[src/rtl/mux4_arb_pkg.sv]
// Shared types and the rotating priority search used by the round-robin arbiter.
package mux4_arb_pkg;

    localparam int NUM_REQ = 4;

    typedef logic [1:0] sel_t;

    typedef enum logic {
        IDLE  = 1'b0,
        BURST = 1'b1
    } arb_state_t;

    typedef struct packed {
        logic found;
        sel_t idx;
    } pick_t;

    // First set request bit at or after start, wrapping mod NUM_REQ.
    function automatic pick_t rr_pick(input logic [NUM_REQ-1:0] req, input sel_t start);
        pick_t p;
        sel_t  idx;
        p = '0;
        // Walk from the farthest candidate back to start so the nearest one wins.
        for (int k = NUM_REQ - 1; k >= 0; k--) begin
            idx = start + sel_t'(k);
            if (req[idx]) begin
                p.found = 1'b1;
                p.idx   = idx;
            end
        end
        return p;
    endfunction

endpackage

[src/rtl/mux4_32.sv]
// Four-to-one word multiplexer for the arbiter data path.
module mux4_32
    import mux4_arb_pkg::*;
#(
    parameter int WIDTH = 32
) (
    input  sel_t             s,
    input  logic [WIDTH-1:0] d0,
    input  logic [WIDTH-1:0] d1,
    input  logic [WIDTH-1:0] d2,
    input  logic [WIDTH-1:0] d3,
    output logic [WIDTH-1:0] y
);

    always_comb begin
        unique case (s)
            2'd0:    y = d0;
            2'd1:    y = d1;
            2'd2:    y = d2;
            default: y = d3;
        endcase
    end

endmodule

[src/rtl/rr_mux4_arbiter.sv]
// Round-robin arbiter with bounded burst lock, sharing one registered
// valid/ready output word between four requesters.
module rr_mux4_arbiter
    import mux4_arb_pkg::*;
#(
    parameter int WIDTH     = 32,
    parameter int MAX_BURST = 4
) (
    input  logic               clk,
    input  logic               rst,
    input  logic [NUM_REQ-1:0] req,
    input  logic [WIDTH-1:0]   d0,
    input  logic [WIDTH-1:0]   d1,
    input  logic [WIDTH-1:0]   d2,
    input  logic [WIDTH-1:0]   d3,
    output logic [NUM_REQ-1:0] gnt,
    output logic [WIDTH-1:0]   y,
    output logic               y_valid,
    input  logic               y_ready,
    output sel_t               s,
    output logic               burst_busy
);

    localparam int CW = $clog2(MAX_BURST + 1);
    typedef logic [CW-1:0] cnt_t;
    localparam cnt_t CNT_MAX = cnt_t'(MAX_BURST);

    // Handshake: y/y_valid form a valid/ready source; a word leaves when
    // y_valid & y_ready, and a new word may be captured when accept is high.
    arb_state_t       state, state_d;
    sel_t             last;
    cnt_t             burst_cnt, cnt_d;
    logic             valid_d;
    logic             accept, any_req, grant, keep_owner;
    sel_t             start, winner;
    pick_t            pick;
    logic [WIDTH-1:0] mux_y;

    always_comb begin
        accept     = ~y_valid | y_ready;
        any_req    = |req;
        grant      = accept & any_req & ~rst;
        keep_owner = (state == BURST) && req[s] && (burst_cnt < CNT_MAX);
        start      = (state == BURST) ? s + 2'd1 : last + 2'd1;
        pick       = rr_pick(req, start);
        winner     = keep_owner ? s : pick.idx;
        gnt        = grant ? (NUM_REQ'(1) << winner) : '0;
    end

    always_comb begin
        state_d = state;
        cnt_d   = burst_cnt;
        valid_d = y_valid;
        if (accept) begin
            if (any_req) begin
                state_d = BURST;
                valid_d = 1'b1;
                cnt_d   = keep_owner ? burst_cnt + cnt_t'(1) : cnt_t'(1);
            end else begin
                state_d = IDLE;
                valid_d = 1'b0;
                cnt_d   = '0;
            end
        end
    end

    mux4_32 #(.WIDTH(WIDTH)) u_mux (
        .s  (winner),
        .d0 (d0),
        .d1 (d1),
        .d2 (d2),
        .d3 (d3),
        .y  (mux_y)
    );

    // last starts at 3 so requester 0 has first priority after reset.
    always_ff @(posedge clk or posedge rst) begin
        if (rst) begin
            state     <= IDLE;
            last      <= 2'b11;
            burst_cnt <= '0;
            y         <= '0;
            y_valid   <= 1'b0;
            s         <= 2'b00;
        end else begin
            state     <= state_d;
            burst_cnt <= cnt_d;
            y_valid   <= valid_d;
            if (grant) begin
                y    <= mux_y;
                s    <= winner;
                last <= winner;
            end
        end
    end

    assign burst_busy = (state == BURST);

endmodule

[config.mk]
export PLATFORM = sky130hd
export DESIGN_NAME = rr_mux4_arbiter
export DESIGN_NICKNAME = d
export VERILOG_FILES = /design/src/rtl/mux4_arb_pkg.sv /design/src/rtl/mux4_32.sv /design/src/rtl/rr_mux4_arbiter.sv
export SDC_FILE = /design/constraint.sdc
export NUM_CORES = 1
export LEC_CHECK = 0
export CORE_MARGIN = 4
export CORE_UTILIZATION = 35
export DETAILED_ROUTE_END_ITERATION = 8
export PLACE_DENSITY = 0.73
export SYNTH_ARGS = -nofsm -noshare
export SYNTH_HDL_FRONTEND = slang
export SYNTH_SLANG_ARGS = --single-unit
[constraint.sdc]
create_clock -name clk -period 3.4 [get_ports clk]
set_input_delay 0.68 -clock clk [delete_from_list [all_inputs] [get_ports clk]]
set_output_delay 0.68 -clock clk [all_outputs]
set_load 0.005 [all_outputs]
==> results of run 1 <==
-- power by group --
part	switching [mW]	internal [mW]	leakage, nW
Clock	0.161	0.259	0.0645
Sequential	0.149	0.698	0.439
Combinational	0.841	1.10	1.57
-- worst min-delay path by stage --
stage | start | to | slack (ps) | depth (start not counted)
after CTS | burst_cnt[1] | burst_cnt[1] | 500 | 2
final | burst_cnt[1] | burst_cnt[1] | 490 | 2
after floorplan | burst_cnt[1] | burst_cnt[1] | 450 | 2
after detailed placement | burst_cnt[1] | burst_cnt[1] | 480 | 2
after global routing | burst_cnt[2] | burst_cnt[2] | 540 | 2
after global placement | burst_cnt[1] | burst_cnt[1] | 470 | 2
-- registers in the layout (all words and copies together), names as in the netlist --
signal / count
burst_busy: 1
burst_cnt: 3
last: 2
s: 2
y: 32
-- cell families (layout without fill, tap and decap cells) --
| group | after synthesis | count (layout) | share of synthesized area, % |
|---|---|---|---|
| fa+ha+maj | 1 | 1 | 0.4510 |
| compound gates | 48 | 48 | 20.93 |
| buf+inv | 26 | 201 | 6.991 |
| simple gates | 63 | 63 | 9.924 |
| mux | 70 | 70 | 25.53 |
| flops | 40 | 40 | 36.17 |
-- worst max-delay path, cell delays in order, from the launching register on --
cell and delay (ps):
dfrtp_1 560, mux2_4 370, a21oi_1 170, a21oi_1 90, o32ai_4 370, and3_1 210
clkdlybuf4s50_1 500
-- layout make-up --
| cell class | instances | share of cell area, % |
|---|---|---|
| timing repair buffer | 189 | 39.17 |
| inverter | 4 | 0.3157 |
| tap | 102 | 2.683 |
| multi-input combinational | 182 | 34.07 |
| clock inverter | 1 | 0.6314 |
| clock buffer | 7 | 2.026 |
| sequential | 40 | 21.10 |
-- per-stage QoR --
step | instances | TNS (ps) | hold WS [ps]
2_1_floorplan | 248 | 0 | 453.8
3_5_place_dp | 515 | -148.0 | 480.5
6_report | 525 | 0 | 492.3
3_3_place_gp | 515 | -42.38 | 471.5
4_1_cts | 524 | 0 | 498.1
5_1_grt | 525 | 0 | 537.9
-- what timing repair did --
item,4_1_cts,5_1_grt
setup endpoints to repair,3,4
pin swaps,0,1
buffers inserted,1,1
resized for setup,2,7
-- per-layer routing --
layer / up-vias / routed length, um / track usage (%)
met5: - / 0 / 0
met4: 0 / 148 / 4.644
met3: 11 / 746 / 6.056
met2: 119 / 4389 / 32.01
met1: 1215 / 3548 / 22.13
li1: 1281 / - / -
-- cell usage in the layout, fill, tap and decap left out, types with 2 or more instances in the layout --
cell,Yosys,final
a22o_1,2,2
buf_4,8,15
dfstp_2,2,2
a221oi_1,3,3
a221oi_2,29,29
nor2_1,44,44
mux2i_1,67,65
nand2_1,4,4
dlymetal6s2s_1,0,4
dfrtp_1,38,38
mux2i_2,0,2
a21oi_1,3,3
clkbuf_8,0,7
nand3_1,2,2
nand2b_1,2,2
clkdlybuf4s50_1,0,169
inv_1,4,3
mux2_2,2,2
o21ai_0,5,5
==> results.json, run 1 <==
{
  "synth_top_area_cell": "dfrtp_1",
  "drive_gt1_share_pct": 15.37,
  "skew_ps": 7.600,
  "ys.flop_type": "dfrtp_1",
  "synth-async-reset-ratio_pct": 100.0,
  "core_mm2": 0.007727,
  "drv_slew": 0,
  "die_w_um": 97.03,
  "clock_latency_ps": 290,
  "numCtsBuffers": 5,
  "r2r_end": "y[30]",
  "yosysWarnings": 0,
  "cts_sinks": 40,
  "crit_required_ps": 2720,
  "max_freq_ghz": 0.3093,
  "multiInputGateArea_mm2": 0.001620,
  "wl_per_cell_um": 16.82,
  "drtIter0Drc": 83,
  "cp-endpoint": "gnt[3]",
  "syn_area_per_cell_um2": 11.19,
  "port_buffers": 174,
  "slew_headroom_pct": 34.86,
  "area_delta_synth_final_pct": 71.45,
  "antenna_found_initial": 0,
  "rsz0062_at_grt": "false",
  "htreeDepth": 2,
  "synth-edff-count": 0,
  "startpoint": "burst_busy",
  "ctsHoldBuffers": 0,
  "min_period_over_period_pct": 95.09,
  "die_h_um": 97.03,
  "grt-ovfl-total": 0,
  "hp-class": "flip-flop to flip-flop",
  "synth_area_mm2": 0.002774,
  "yosys.cell_count.top_type": "mux2i_1",
  "synth-seq-area-share_pct": 36.18,
  "final_util_pct": 61.54,
  "outcome": "finished, final reports clean",
  "synthTopCellsByCount": "67 x mux2i_1, 44 x nor2_1, 38 x dfrtp_1",
  "grt_pass1_wl_um": 14360,
  "syn_inst": 248,
  "worst-path-max-fanout": 10,
  "finalCriticalPeriod_ps": 3233,
  "power_mw": 3.212,
  "cp-end-kind": "primary output",
  "tritoncts": "yes",
  "cp-start-kind": "flip-flop",
  "crit_type": "flip-flop to primary output",
  "via_per_inst": 5.002,
  "pre_cts_slack_ps": -76.93,
  "rows": 32,
  "clockRootBuffer": "clkbuf_8",
  "ios": 175,
  "fin_ws_ps": 167.1,
  "synth_top_area_share_pct": 34.28,
  "synth_cell_types": 37,
  "worst_pin_slew_ps": 971.2,
  "syn_nets": 384,
  "routed_wirelength_um": 8833,
  "postRouteAntennaNets": 0,
  "diodes": 0,
  "place_area_mm2": 0.004584,
  "fillCellCount": 652,
  "initial_core_util_pct": 35.90,
  "r2r-start": "burst_busy",
  "ys_ff_latch": 40,
  "rr_worst_depth": 7,
  "setup_violations": 0,
  "p_per_area_mw_per_mm2": 675.4,
  "synth_area_leaders": "dfrtp_1 34%, mux2i_1 24%, a221oi_2 16%",
  "place_congestion": 0.8464,
  "ff_latch_area_mm2": 0.001003,
  "grt_max_degree": 43,
  "ir_worst_vdd_mv": 0.3514,
  "arrival_ps": 2550,
  "cellLeakagePower_nw": 2.069,
  "drc": 0,
  "clockBufferDepth": 2,
  "hpwlAfterDp_um": 6893,
  "rrSetupSlack_ps": 600,
  "firstDrtPassIters": 4,
  "vias": 2626,
  "first_global_vias": 2824,
  "clk_pin_slew_ps": 70,
  "dieArea_mm2": 0.009414,
  "stdcell_area_mm2": 0.004756,
  "maxCapViolations": 0,
  "nets": 558,
  "grt.total_usage_pct": 18.51,
  "finalHoldViolCount": 0
}
(Power assumes the default switching activity.)
==> run 2: changes to the inputs <==
Settings changed: GPL_ROUTABILITY_DRIVEN set to 0.
==> results.json, run 2 (same netlist as run 1, synthesis figures left out) <==
{
  "dieArea_mm2": 0.009414,
  "final_cell_mix": "170 x clkdlybuf4s50_1, 65 x mux2i_1, 44 x nor2_1",
  "cp-start-kind": "input pin",
  "rsz0062_at_grt": "false",
  "finalCriticalPeriod_ps": 3306,
  "min_period_over_period_pct": 97.23,
  "die_w_um": 97.03,
  "max_freq_ghz": 0.3025,
  "met3_usage_pct": 6.345,
  "grt_max_degree": 42,
  "numCtsBuffers": 5,
  "first_global_vias": 2800,
  "layout_commonest_cell": "clkdlybuf4s50_1",
  "largest_register_ffs": 32,
  "fin_cells": 521,
  "tns_ps": 0,
  "seq_power_share_pct": 27.4,
  "stdcell_area_mm2": 0.004682,
  "die_h_um": 97.03,
  "comb_power_share_pct": 62.2,
  "outcome": "finished, final reports clean",
  "setup_violations": 0,
  "grt_pass1_wl_um": 14270,
  "placed_cells": 513,
  "core_mm2": 0.007727,
  "reg_top3": "y x32, burst_cnt x3",
  "port_buffers": 174,
  "startpoint": "req[3]",
  "power_switching_mw": 1.151,
  "hp-class": "flip-flop to flip-flop",
  "drive_gt1_share_pct": 14.32,
  "rows": 32,
  "busiest_layer": "met2",
  "htreeDepth": 2,
  "skew_ps": 6.304,
  "tritoncts": "yes",
  "power_mw": 3.104,
  "slew_headroom_pct": 35.87,
  "p_sw_share_pct": 37.09,
  "p_per_area_mw_per_mm2": 663.0,
  "diodes": 0,
  "clockBufferDepth": 2,
  "r2r_end": "y[15]",
  "cp-end-kind": "primary output",
  "drv_slew": 0,
  "worst-path-max-fanout": 6,
  "clk_pin_slew_ps": 70,
  "fillCellCount": 663,
  "worst_pin_slew_ps": 956.0,
  "ios": 175,
  "drc": 0,
  "firstDrtPassIters": 4,
  "ff_latch_area_mm2": 0.001005,
  "multiInputGateArea_mm2": 0.001614,
  "power.share.clock_pct": 10.4,
  "cellLeakagePower_nw": 2.012,
  "fin_hold_ws_ps": 520.5,
  "rr_worst_depth": 7,
  "cts_sinks": 40,
  "post-cts-setup-buffers": 0,
  "antenna_found_initial": 0,
  "clockRootBuffer": "clkbuf_8",
  "initial_core_util_pct": 35.90,
  "place_area_mm2": 0.004569,
  "grt-ovfl-total": 0,
  "area_delta_synth_final_pct": 68.79,
  "maxCapViolations": 0,
  "vias": 2673,
  "ir_worst_vdd_mv": 0.4865,
  "finalHoldViolCount": 0,
  "routed_wirelength_um": 8839,
  "via_per_inst": 5.131,
  "regMostFlops": "y",
  "r2r-start": "s[0]",
  "rrSetupSlack_ps": 680,
  "wl_per_cell_um": 16.97,
  "crit_required_ps": 2720,
  "use_met2_pct": 31.53,
  "nets": 554,
  "grt.total_usage_pct": 18.58,
  "arrival_ps": 2630,
  "postRouteAntennaNets": 0,
  "cp-endpoint": "gnt[3]",
  "crit_type": "input pin to primary output",
  "drtIter0Drc": 161,
  "p_int_mw": 1.953,
  "met1_usage_pct": 21.58,
  "clock_latency_ps": 290,
  "hpwlAfterDp_um": 6741
}
-- run 2: stage by stage --
step	setup slack [ps]	utilization [%]
6_report	94.13	60.59
4_1_cts	28.14	60.40
5_1_grt	2.939	60.59
3_3_place_gp	-13.96	59.13
2_1_floorplan	774.8	-
3_5_place_dp	-83.74	59.13
-- run 2: worst min path at each step --
stage          depth (start not counted)    startpoint           end
2_1_floorplan                          2  burst_cnt[1]  burst_cnt[1]
4_1_cts                                2  burst_cnt[2]  burst_cnt[2]
6_report                               2  burst_cnt[1]  burst_cnt[1]
5_1_grt                                2  burst_cnt[2]  burst_cnt[2]
3_3_place_gp                           2  burst_cnt[1]  burst_cnt[1]
3_5_place_dp                           2  burst_cnt[2]  burst_cnt[2]
-- run 2: final cells by class --
cell class	count	share of cell area [%]
clock buffer	8	1.924
inverter	4	0.3207
multi-input combinational	182	34.47
sequential	40	21.46
tap	102	2.726
timing repair buffer	185	39.10
-- run 2: metal layers --
layer,wire length (um),part of all wire (%),vias to the layer above
met5,0,0,-
met4,272,3.1,0
met3,852,9.6,19
met2,4255,48,140
met1,3458,39,1236
li1,-,-,1278
-- run 2: power groups by stage --
stage          clock network [mW]  registers [mW]  logic (mW)
6_report                    0.324           0.849        1.93
5_1_grt                     0.361           0.878        2.10
4_1_cts                     0.337           0.845        1.96
3_5_place_dp                    0           0.850        1.95
3_3_place_gp                    0           0.842        1.93
2_1_floorplan                   0           0.839        1.22
-- run 2: repair_timing --
item | CTS | global route
gates cloned | 0 | 0
hold endpoints to repair | 0 | 0
gates resized for setup | 3 | 6
pin swaps | 0 | 2
setup endpoints to repair | 2 | 3
hold buffers | 0 | 0
-- run 2: critical path, stage by stage --
cell	delay [ps]
clkdlybuf4s50_1	470
buf_4	150
nor2_1	60
nor2_1	140
o41ai_2	120
o32ai_4	300
and3_1	200
clkdlybuf4s50_1	500
==> run 3: changes to the inputs <==
Settings changed: HOLD_SLACK_MARGIN set to 0.15, RECOVER_POWER set to 50.
==> results.json, run 3 (same netlist as run 1, synthesis figures left out) <==
{
  "seq_power_share_pct": 27.6,
  "clockBufferDepth": 2,
  "finalHoldViolCount": 0,
  "port_buffers": 174,
  "cp-end-kind": "primary output",
  "arrival_ps": 2620,
  "place_area_mm2": 0.004569,
  "min_period_over_period_pct": 97.17,
  "via_per_inst": 5.119,
  "grt_max_degree": 42,
  "hp-class": "flip-flop to flip-flop",
  "largest_register_ffs": 32,
  "routed_wirelength_um": 8839,
  "hpwlAfterDp_um": 6741,
  "grt_pass1_wl_um": 14270,
  "outcome": "finished, final reports clean",
  "finalCriticalPeriod_ps": 3304,
  "dieArea_mm2": 0.009414,
  "p_int_mw": 1.910,
  "final_cell_mix": "152 x clkdlybuf4s50_1, 65 x mux2i_1, 44 x nor2_1",
  "clockRootBuffer": "clkbuf_8",
  "crit_type": "input pin to primary output",
  "worst_pin_slew_ps": 954.9,
  "crit_required_ps": 2720,
  "diodes": 0,
  "power.share.clock_pct": 10.6,
  "path_cells": "clkdlybuf4s50_1, buf_4, nor2_1, nor2_1, o41ai_2, o32ai_4, and3_1, clkdlybuf4s50_1",
  "power_mw": 3.059,
  "cp-start-kind": "input pin",
  "regMostFlops": "y",
  "setup_violations": 0,
  "rows": 32,
  "max_freq_ghz": 0.3027,
  "grt-ovfl-total": 0,
  "initial_core_util_pct": 35.90,
  "wl_per_cell_um": 16.97,
  "drv_slew": 0,
  "reg_top3": "y x32, burst_cnt x3",
  "cpPeakStageDelay_ps": 500,
  "fillCellCount": 667,
  "cts_sinks": 40,
  "p_per_area_mw_per_mm2": 654.3,
  "antenna_found_initial": 0,
  "clock_latency_ps": 290,
  "ir_worst_vdd_mv": 0.4854,
  "clk_pin_slew_ps": 70,
  "slowest_stage": "clkdlybuf4s50_1",
  "die_w_um": 97.03,
  "grt.total_usage_pct": 18.58,
  "vias": 2667,
  "tritoncts": "yes",
  "ios": 175,
  "multiInputGateArea_mm2": 0.001614,
  "critPathBufInv": 3,
  "post-cts-setup-buffers": 0,
  "rsz0062_at_grt": "false",
  "drc": 0,
  "drtIter0Drc": 165,
  "stdcell_area_mm2": 0.004674,
  "p_sw_share_pct": 37.55,
  "power_switching_mw": 1.148,
  "htreeDepth": 2,
  "die_h_um": 97.03,
  "worst-path-max-fanout": 6,
  "cellLeakagePower_nw": 1.994,
  "drive_gt1_share_pct": 13.84,
  "slew_headroom_pct": 35.95,
  "nets": 554,
  "ff_latch_area_mm2": 0.001005,
  "postRouteAntennaNets": 0,
  "skew_ps": 6.185,
  "core_mm2": 0.007727,
  "layout_commonest_cell": "clkdlybuf4s50_1",
  "comb_power_share_pct": 61.8,
  "area_delta_synth_final_pct": 68.52,
  "numCtsBuffers": 5,
  "maxCapViolations": 0,
  "first_global_vias": 2800,
  "firstDrtPassIters": 4,
  "cp_top_family": "buffers and inverters"
}
[run 3: changes by cell type in the layout (fill, tap and decap cells not counted)]
cell	previous run	this run
buf_4	11	9
clkbuf_1	2	4
clkdlybuf4s50_1	170	152
dlygate4sd3_1	0	18
[run 3: tightest hold or removal path: stages (launching register included)]
cell	delay, ps
dfrtp_1	360
nand2_1	60
o21ai_0	70
[run 3: cell type report]
class / instances / share of cell area [%]
inverters: 4 / 0.3212
multi-input cells: 182 / 34.53
flip-flops and latches: 40 / 21.49
well taps: 102 / 2.730
repair buffers: 185 / 39.00
clock buffers: 8 / 1.927
[run 3: metrics by stage]
stage	setup TNS [ps]	setup WS (ps)	util [%]	std cells	hold slack (ps)
2_1_floorplan	0	774.8	-	248	453.8
3_3_place_gp	-13.96	-13.96	59.13	513	476.7
3_5_place_dp	-109.4	-83.74	59.13	513	508.2
4_1_cts	0	28.14	60.40	521	522.9
5_1_grt	0	2.939	60.49	521	541.5
6_report	0	96.32	60.49	521	520.8
[run 3: path summary, 6_finish.rpt]
| kind | cells after the start | startpoint | endpoint | slack [ps] |
|---|---|---|---|---|
| worst min-delay path | 2 | burst_cnt[1] | burst_cnt[1] | 520 |
| worst max register to register | 7 | s[0] | y[15] | 670 |
| worst min register to register | 2 | burst_cnt[1] | burst_cnt[1] | 520 |
| max in group asynchronous | 3 | rst | burst_busy | 1210 |
| min in group asynchronous | 2 | rst | burst_cnt[2] | 1000 |
| worst max-delay path | 8 | req[3] | gnt[3] | 100 |
[run 3: per-layer routing]
| metal | vias to the layer above | GRT usage [%] | routed length, um |
|---|---|---|---|
| met5 | - | 0 | 0 |
| met2 | 141 | 31.53 | 4233 |
| met1 | 1228 | 21.58 | 3458 |
| met4 | 0 | 7.019 | 271 |
| met3 | 19 | 6.345 | 876 |
| li1 | 1279 | - | - |
[run 3: power by group through the flow]
| stage | combinational [mW] | sequential [mW] | clock (mW) |
|---|---|---|---|
| floorplan | 1.22 | 0.839 | 0 |
| CTS | 1.96 | 0.845 | 0.337 |
| finish | 1.89 | 0.845 | 0.324 |
| global route | 2.06 | 0.874 | 0.361 |
| detailed placement | 1.95 | 0.850 | 0 |
| global placement | 1.93 | 0.842 | 0 |
[run 3: what timing repair did]
action	CTS	global route
endpoints found under the setup margin	2	3
hold buffers	0	0
pin swaps	0	2
resized for setup	3	6
